`src/rtl/mine_ctrl.sv`:
```
// Minesweeper game controller: holds bomb/reveal/cursor grids and drives the board array.
// Optional zero-region flood fill is enabled by defining MINE_FLOOD_EN.
module mine_ctrl #(
    parameter int unsigned GRID_SIZE  = 3,
    parameter int unsigned STATE_SIZE = 4
) (
    input  logic                                  clk,
    input  logic                                  reset,
    input  logic                                  bomb_load,
    input  logic [GRID_SIZE*GRID_SIZE-1:0]        bomb_in,
    input  logic                                  move_req,
    input  logic [1:0]                            req_dir,
    input  logic                                  reveal_req,
    input  logic [STATE_SIZE*GRID_SIZE*GRID_SIZE-1:0] states,
    input  logic [GRID_SIZE*GRID_SIZE-1:0]        nextCursorGrid,
    output logic [GRID_SIZE*GRID_SIZE-1:0]        bombGrid,
    output logic [GRID_SIZE*GRID_SIZE-1:0]        revealGrid,
    output logic [GRID_SIZE*GRID_SIZE-1:0]        cursorGrid,
    output logic                                  move,
    output logic [1:0]                            dir,
    output logic [2:0]                            game_state,
    output logic                                  busy,
    output logic                                  cursor_err
);

    localparam int unsigned N = GRID_SIZE * GRID_SIZE;
    localparam int G = int'(GRID_SIZE);
    localparam logic [N-1:0] ALL_ONES = '1;

    typedef enum logic [2:0] {
        S_IDLE  = 3'd0,
        S_PLAY  = 3'd1,
        S_FLOOD = 3'd2,
        S_WON   = 3'd3,
        S_LOST  = 3'd4
    } state_t;

    // Cells on the edge that blocks a move in direction d.
    function automatic logic [N-1:0] edge_mask(input logic [1:0] d);
        logic [N-1:0] m;
        logic         hit;
        m = '0;
        for (int k = 0; k < int'(N); k++) begin
            case (d)
                2'b00:   hit = (k % G) == 0;
                2'b01:   hit = (k / G) == G - 1;
                2'b10:   hit = (k % G) == G - 1;
                default: hit = (k / G) == 0;
            endcase
            if (hit) m = m | (N'(1) << k);
        end
        return m;
    endfunction

`ifdef MINE_FLOOD_EN
    function automatic logic [N-1:0] nbr_mask(input int k);
        logic [N-1:0] m;
        int           r;
        int           c;
        m = '0;
        r = k / G;
        c = k % G;
        for (int dr = -1; dr <= 1; dr++) begin
            for (int dc = -1; dc <= 1; dc++) begin
                if (!(dr == 0 && dc == 0) && (r + dr) >= 0 && (r + dr) < G &&
                    (c + dc) >= 0 && (c + dc) < G)
                    m = m | (N'(1) << ((r + dr) * G + c + dc));
            end
        end
        return m;
    endfunction
`endif

    state_t         r_state, w_state_nxt;
    logic [N-1:0]   r_bomb, r_reveal, r_cursor;
    logic [N-1:0]   w_bomb_nxt, w_reveal_nxt, w_cursor_nxt;
    logic           r_err, w_err_nxt;
    logic [N-1:0]   w_is_bomb_state;
    logic           w_move;
    logic           w_blocked;
    logic           w_cur_revealed;
    logic           w_cur_bomb;
`ifdef MINE_FLOOD_EN
    logic [N-1:0]   w_is_zero;
    logic [N-1:0]   w_grow;
    logic           w_cur_zero;
`endif

    // Per-cell decode of board state, plus flood growth candidates.
    for (genvar k = 0; k < int'(N); k++) begin : g_cell
        assign w_is_bomb_state[k] = states[k*STATE_SIZE +: STATE_SIZE] == STATE_SIZE'(9);
`ifdef MINE_FLOOD_EN
        localparam logic [N-1:0] NBR = nbr_mask(k);
        assign w_is_zero[k] = states[k*STATE_SIZE +: STATE_SIZE] == '0;
        assign w_grow[k]    = ~r_reveal[k] & ~r_bomb[k] & (|(w_is_zero & r_reveal & NBR));
`endif
    end

    assign w_blocked      = |(r_cursor & edge_mask(req_dir));
    assign w_cur_revealed = |(r_cursor & r_reveal);
    assign w_cur_bomb     = |(r_cursor & w_is_bomb_state);
`ifdef MINE_FLOOD_EN
    assign w_cur_zero     = |(r_cursor & w_is_zero);
`endif

    always_ff @(posedge clk) begin
        if (reset) begin
            r_state  <= S_IDLE;
            r_bomb   <= '0;
            r_reveal <= '0;
            r_cursor <= '0;
            r_err    <= 1'b0;
        end else begin
            r_state  <= w_state_nxt;
            r_bomb   <= w_bomb_nxt;
            r_reveal <= w_reveal_nxt;
            r_cursor <= w_cursor_nxt;
            r_err    <= w_err_nxt;
        end
    end

    // Next-state and grid update; bomb_load overrides everything.
    always_comb begin
        w_state_nxt  = r_state;
        w_bomb_nxt   = r_bomb;
        w_reveal_nxt = r_reveal;
        w_cursor_nxt = r_cursor;
        w_err_nxt    = r_err;
        w_move       = 1'b0;
        if (bomb_load) begin
            w_bomb_nxt   = bomb_in;
            w_reveal_nxt = '0;
            w_cursor_nxt = N'(1) << (N - 1);
            w_err_nxt    = 1'b0;
            w_state_nxt  = S_PLAY;
        end else begin
            case (r_state)
                S_PLAY: begin
                    if (reveal_req) begin
                        if (!w_cur_revealed) begin
                            if (w_cur_bomb) begin
                                w_reveal_nxt = r_reveal | r_bomb;
                                w_state_nxt  = S_LOST;
                            end else
`ifdef MINE_FLOOD_EN
                            if (w_cur_zero) begin
                                w_reveal_nxt = r_reveal | r_cursor;
                                w_state_nxt  = S_FLOOD;
                            end else
`endif
                            begin
                                w_reveal_nxt = r_reveal | r_cursor;
                                w_state_nxt  = ((w_reveal_nxt | r_bomb) == ALL_ONES) ? S_WON : S_PLAY;
                            end
                        end
                    end else if (move_req && !w_blocked) begin
                        w_move = 1'b1;
                        if ($onehot(nextCursorGrid)) w_cursor_nxt = nextCursorGrid;
                        else                         w_err_nxt    = 1'b1;
                    end
                end
`ifdef MINE_FLOOD_EN
                S_FLOOD: begin
                    if (w_grow != '0) w_reveal_nxt = r_reveal | w_grow;
                    else w_state_nxt = ((r_reveal | r_bomb) == ALL_ONES) ? S_WON : S_PLAY;
                end
`endif
                default: ;
            endcase
        end
    end

    assign bombGrid   = r_bomb;
    assign revealGrid = r_reveal;
    assign cursorGrid = r_cursor;
    assign cursor_err = r_err;
    assign game_state = 3'(r_state);
    assign move       = w_move;
    assign dir        = req_dir;
`ifdef MINE_FLOOD_EN
    assign busy       = (r_state == S_FLOOD);
`else
    assign busy       = 1'b0;
`endif

endmodule

```
`config.mk`:
```
export PLATFORM = sky130hd
export DESIGN_NAME = mine_ctrl
export DESIGN_NICKNAME = d
export VERILOG_FILES = /design/src/rtl/mine_ctrl.sv
export SDC_FILE = /design/constraint.sdc
export NUM_CORES = 1
export LEC_CHECK = 0
export ABC_CLOCK_PERIOD_IN_PS = 8600
export BUFFER_PORTS_ARGS = -buffer_cell sky130_fd_sc_hd__buf_4
export CAP_MARGIN = 5
export CORE_ASPECT_RATIO = 0.6
export CORE_MARGIN = 3
export CORE_UTILIZATION = 40
export DETAILED_ROUTE_END_ITERATION = 16
export GPL_TIMING_DRIVEN = 0
export PLACE_DENSITY = 0.71
export SYNTH_ARGS = -nofsm -noshare
export SYNTH_HDL_FRONTEND = slang
export SYNTH_SLANG_ARGS = --single-unit
```
`constraint.sdc`:
```
create_clock -name clk -period 8.6 [get_ports clk]
set_input_delay 1.29 -clock clk [delete_from_list [all_inputs] [get_ports clk]]
set_output_delay 1.29 -clock clk [all_outputs]
set_load 0.05 [all_outputs]
```
## Yosys cells after proc, flatten, opt, wreduce, memory -nomap -nowiden

Index checks and enable logic that the tools add are counted.
W data, S select, Z words.

- $add $sub $neg: 8
- Equality and inequality tests: 16
- Mux-type cells: 29
- Bitwise operators: 9
- Reductions and logical operators: 19

Operators with widths:

| cell | number |
|---|---|
| $mux W9 | 7 |
| $eq A4 B4 Y1 const B | 9 |
| $and A9 B9 Y9 | 3 |
| $or A9 B9 Y9 | 3 |
| $reduce_or A9 Y1 | 3 |
| $mux W1 | 14 |
| $reduce_and A4 Y1 | 3 |
| $eq A9 B9 Y1 const B | 1 |
| $add A1 B1 Y2 | 4 |
| $mux W8 | 1 |
| $reduce_bool A2 Y1 | 4 |
| $mux W7 | 1 |
| $add A2 B2 Y3 | 2 |
| $mux W3 | 2 |
| $mux W6 | 1 |
| $reduce_and A3 Y1 | 2 |
| $reduce_or A2 Y1 | 3 |
| $add A3 B3 Y4 | 1 |
| $add A4 B1 Y4 | 1 |
| $eq A4 B1 Y1 const B | 1 |
| $mux W2 | 2 |
| $mux W4 | 1 |
| $ne A2 B2 Y1 const B | 2 |
| $eq A3 B1 Y1 const B | 1 |
| 7 further kinds | 9 |

- Flip-flop bits (word level): 31
- Input port bits: 61
- Output and inout bits: 35

## Longest topological paths before layout

- Depth in word-level cells: 18
- Mapped depth: 14
- Gate-level depth less buffers: 13

## Worst setup path after synthesis

No wires, ideal clock.

- Path type: input -> register
- Start point: in nextCursorGrid[0]
- End point: reg r_cursor[8] (netlist: cursorGrid[8])
- Setup time: 0.120 ns
- Arrival time: 4.226 ns
- Required time: 8.480 ns
- Slack: 4.254 ns
- Stages on the path: 14
- Path buffers: 1
- Cells stage by stage: inv_1 > fa_1 > fa_1 > fa_1 > inv_1 > fa_1 > inv_1 > fa_1 > nand2_1 > a21oi_2 > nand2b_4 > buf_6 > mux2i_1 > a21oi_1

- Longest elaborated chain between the ends: 7

Ends and longest elaborated chain:

| item | line | source |
|---|---|---|
| start, declared | 15 | `input logic [GRID_SIZE*GRID_SIZE-1:0] nextCursorGrid,` |
| $add A1 B1 Y2 (implied by the code) | 158 | `if ($onehot(nextCursorGrid)) w_cursor_nxt = nextCursorGrid;` |
| $add A2 B2 Y3 (implied by the code) | 158 |  |
| $add A3 B3 Y4 (implied by the code) | 158 |  |
| $add A4 B1 Y4 (implied by the code) | 158 |  |
| $eq A4 B1 Y1 | 158 |  |
| $reduce_bool A2 Y1 (no line) | n/a |  |
| $reduce_and A4 Y1 (no line) | n/a |  |
| end signal, assigned | 117 | `r_cursor <= w_cursor_nxt;` |
| end, declared | 75 | `logic [N-1:0] r_bomb, r_reveal, r_cursor;` |

No other way between the ends.
A chain may end at the register's enable or synchronous reset.

## Worst setup path after layout

Same ends and word-level chain as after synthesis.

==> flow_metrics.env <==
export IMPL_post_cts_resized=0
export IMPL_routedWlPerCell_um=15.2
export IMPL_htreeDepth=2
export IMPL_final_cell_area_um2=2680
export IMPL_dr_pass1_iters=4
export IMPL_core_um2=4190
export IMPL_boundaryPins=96
export IMPL_worst_hold_slack_ns=0.483
export IMPL_critical_path_max_fanout=9
export IMPL_worst_slack_ns=4.33
export IMPL_post_route_util_pct=63.9
export IMPL_crit_arrival_ns=4.44
export IMPL_dpl_hpwl_mm=4.30
export IMPL_grt_overflow=0
export IMPL_clock_path_buffers=2
export IMPL_holdBufCountCts=0
export IMPL_tritoncts="built"
export IMPL_cts_sinks=31
export IMPL_place_area_um2=2560
export IMPL_antennaDiodeCount=0
export IMPL_grt_pass1_wl_mm=8.56
export IMPL_die_height_um=57.7
export IMPL_grtUsageTotal_pct=20.6
export IMPL_fillers=395
export IMPL_routed_via_density=4.94
export IMPL_synth_nets=273
export IMPL_finalMaxSlewViolations=0
export IMPL_syn_inst=201
export IMPL_die_w_um=92.1
export IMPL_via_count=1793
export IMPL_ys_types=36
export IMPL_port_buffers=94
export IMPL_drt_total_wl_mm=5.51
export IMPL_finalCritPeriodShare_pct=49.7
export IMPL_hold_depth=2
export IMPL_path_class="primary input to register"
export IMPL_rsz0062_at_grt="no"
export IMPL_drt_iter0_drc=110
export IMPL_slew_headroom_pct=48.0
export IMPL_setup_violations=0
export IMPL_drive_gt1_share_pct=37.6
export IMPL_drv_cap=0
export IMPL_endpoint_kind="register"
export IMPL_dieArea_um2=5310
export IMPL_skew_ns=0.00409
export IMPL_hp_class="register to register"
export IMPL_netlist_area_um2=1780
export IMPL_synth_seq_cells=31
export IMPL_clkTransAtPathRegs_ns=0.06
export IMPL_vdd_drop_max_mv=0.0885
export IMPL_outcome="completed"
export IMPL_synthToLayoutAreaGrowth_pct=50.5
export IMPL_cp_start_kind="primary input"
export IMPL_fmax_mhz=234
export IMPL_worstRegToRegCells=5
export IMPL_clk_latency_ns=0.29
export IMPL_cts_buffers=5
export IMPL_hold_viol_final=0
export IMPL_leakage_uw=0.00141
export IMPL_yosysWarningCount=0
export IMPL_rows=18
export IMPL_place_ws_ns=4.02
export IMPL_nets=374
export IMPL_postCtsSetupBuffers=0
export IMPL_worst_pin_slew_ns=0.780
export IMPL_drc=0
export IMPL_final_setup_tns_ns=0
export IMPL_floorplan_initialDensity_pct=42.5
export IMPL_root_buffer="clkbuf_8"
export IMPL_ant_nets=0
export IMPL_avgSynthCellArea_um2=8.86
export IMPL_antenna_found_initial=0
export IMPL_min_period_ns=4.27
export IMPL_ys_seq_area_share_pct=34.9
export IMPL_r2r_slack_ns=6.76
export IMPL_required_ns=8.77
export IMPL_gp_congestion=0.840
export IMPL_grt_pass1_vias=1683
export IMPL_grt_max_degree=11
export IMPL_p_per_area_nw_per_um2=146
-- placed cells by master, fill, tap and decap left out, types with 2 or more instances in the layout --
master,synthesis,final
buf_4,3,97
dfxtp_1,31,31
mux2i_1,28,28
nor2_1,25,25
nand2_1,22,22
inv_1,19,19
o21ai_1,10,10
nor4bb_1,9,9
nor3_1,7,7
ha_1,6,6
clkbuf_8,0,6
a22oi_1,5,5
fa_1,5,5
a21oi_1,3,3
buf_1,2,2
clkbuf_1,2,2
nor3_2,2,2
nand3_1,2,2
nor4_1,2,2
-- through the flow --
stage          total power, uW  instances
2_1_floorplan              208        201
3_3_place_gp               244        355
3_5_place_dp               246        355
4_1_cts                    394        363
5_1_grt                    409        363
6_report                   392        363
-- routing by layer --
layer	global-route usage, %	part of all wire [%]
met5	0	0
met2	31.1	40
met3	5.32	8.9
met1	30.1	50
met4	3.81	0.60
-- cell type report --
type / instances / area, um^2 / share of cell area (%)
Buffer: 9 / 53.8 / 2.01
Clock buffer: 6 / 82.6 / 3.08
Clock inverter: 2 / 35.0 / 1.31
Inverter: 19 / 71.3 / 2.66
Multi-Input combinational cell: 142 / 1030 / 38.6
Sequential cell: 31 / 621 / 23.2
Tap cell: 60 / 75.1 / 2.80
Timing Repair Buffer: 94 / 706 / 26.3
-- sequential cells by signal, summed over array words and instances, names as in the netlist --
signal      cells
cursorGrid      9
bombGrid        9
game_state      3
revealGrid      9
cursor_err      1
-- logic make-up after synthesis --
| group | Yosys count | synth area share (%) |
|---|---|---|
| AO/OA/AOI/OAI | 25 | 9.42 |
| adder cells (fa/ha/maj) | 11 | 9.84 |
| buffers and inverters | 28 | 7.03 |
| flip-flops | 31 | 34.9 |
| multiplexers | 28 | 15.7 |
| other | 1 | 0.211 |
| AND/OR/NAND/NOR | 77 | 22.9 |
-- cells in the mapped netlist --
master	instances	area share (%)
a22oi_1	5	2.1
fa_1	5	5.6
a222oi_1	1	0.56
nand4_1	1	0.35
o21a_1	1	0.42
a31oi_1	1	0.35
dfxtp_1	31	35
nor2_1	25	5.3
buf_6	1	0.63
ha_1	6	4.2
nand2b_1	1	0.35
nand2_1	22	4.6
or3_1	1	0.35
nand3_1	2	0.56
a221oi_2	1	0.84
buf_2	1	0.28
buf_4	3	1.3
clkbuf_1	2	0.42
nor3_1	7	2.0
a211o_1	1	0.49
nor3_2	2	1.1
or2_2	1	0.35
nand2b_4	1	0.77
o21ai_1	10	2.8
buf_1	2	0.42
mux2i_1	28	16
inv_1	19	4.0
and3_1	1	0.35
conb_1	1	0.21
nor4bb_1	9	5.1
a21oi_2	1	0.49
nor4_1	2	0.70
o311ai_0	1	0.49
or3b_4	1	0.63
a21oi_1	3	0.84
nand3b_1	1	0.42
-- power breakdown --
part | internal, uW | switching [uW]
sequential | 147 | 4.65
clock | 93.7 | 56.3
combinational | 43.4 | 46.8
-- worst paths after layout --
kind	start	end
min reg2reg	cursor_err$_SDFFE_PP0P_	cursor_err$_SDFFE_PP0P_
max	nextCursorGrid[0]	cursorGrid[8]$_SDFFE_PP0P_
min	cursor_err$_SDFFE_PP0P_	cursor_err$_SDFFE_PP0P_
max reg2reg	game_state[0]$_SDFFE_PP0P_	revealGrid[6]$_SDFFE_PP0P_
-- critical path, cell delays in order --
cell and delay (ns):
buf_4 0.09, inv_1 0.05, fa_1 0.55, fa_1 0.43, fa_1 0.49, inv_1 0.05, fa_1 0.39, inv_1 0.08
fa_1 0.40, nand2_1 0.09, a21oi_2 0.06, nand2b_4 0.07, buf_6 0.15, mux2i_1 0.19, a21oi_1 0.08
Power figures use the tool's default switching activity.
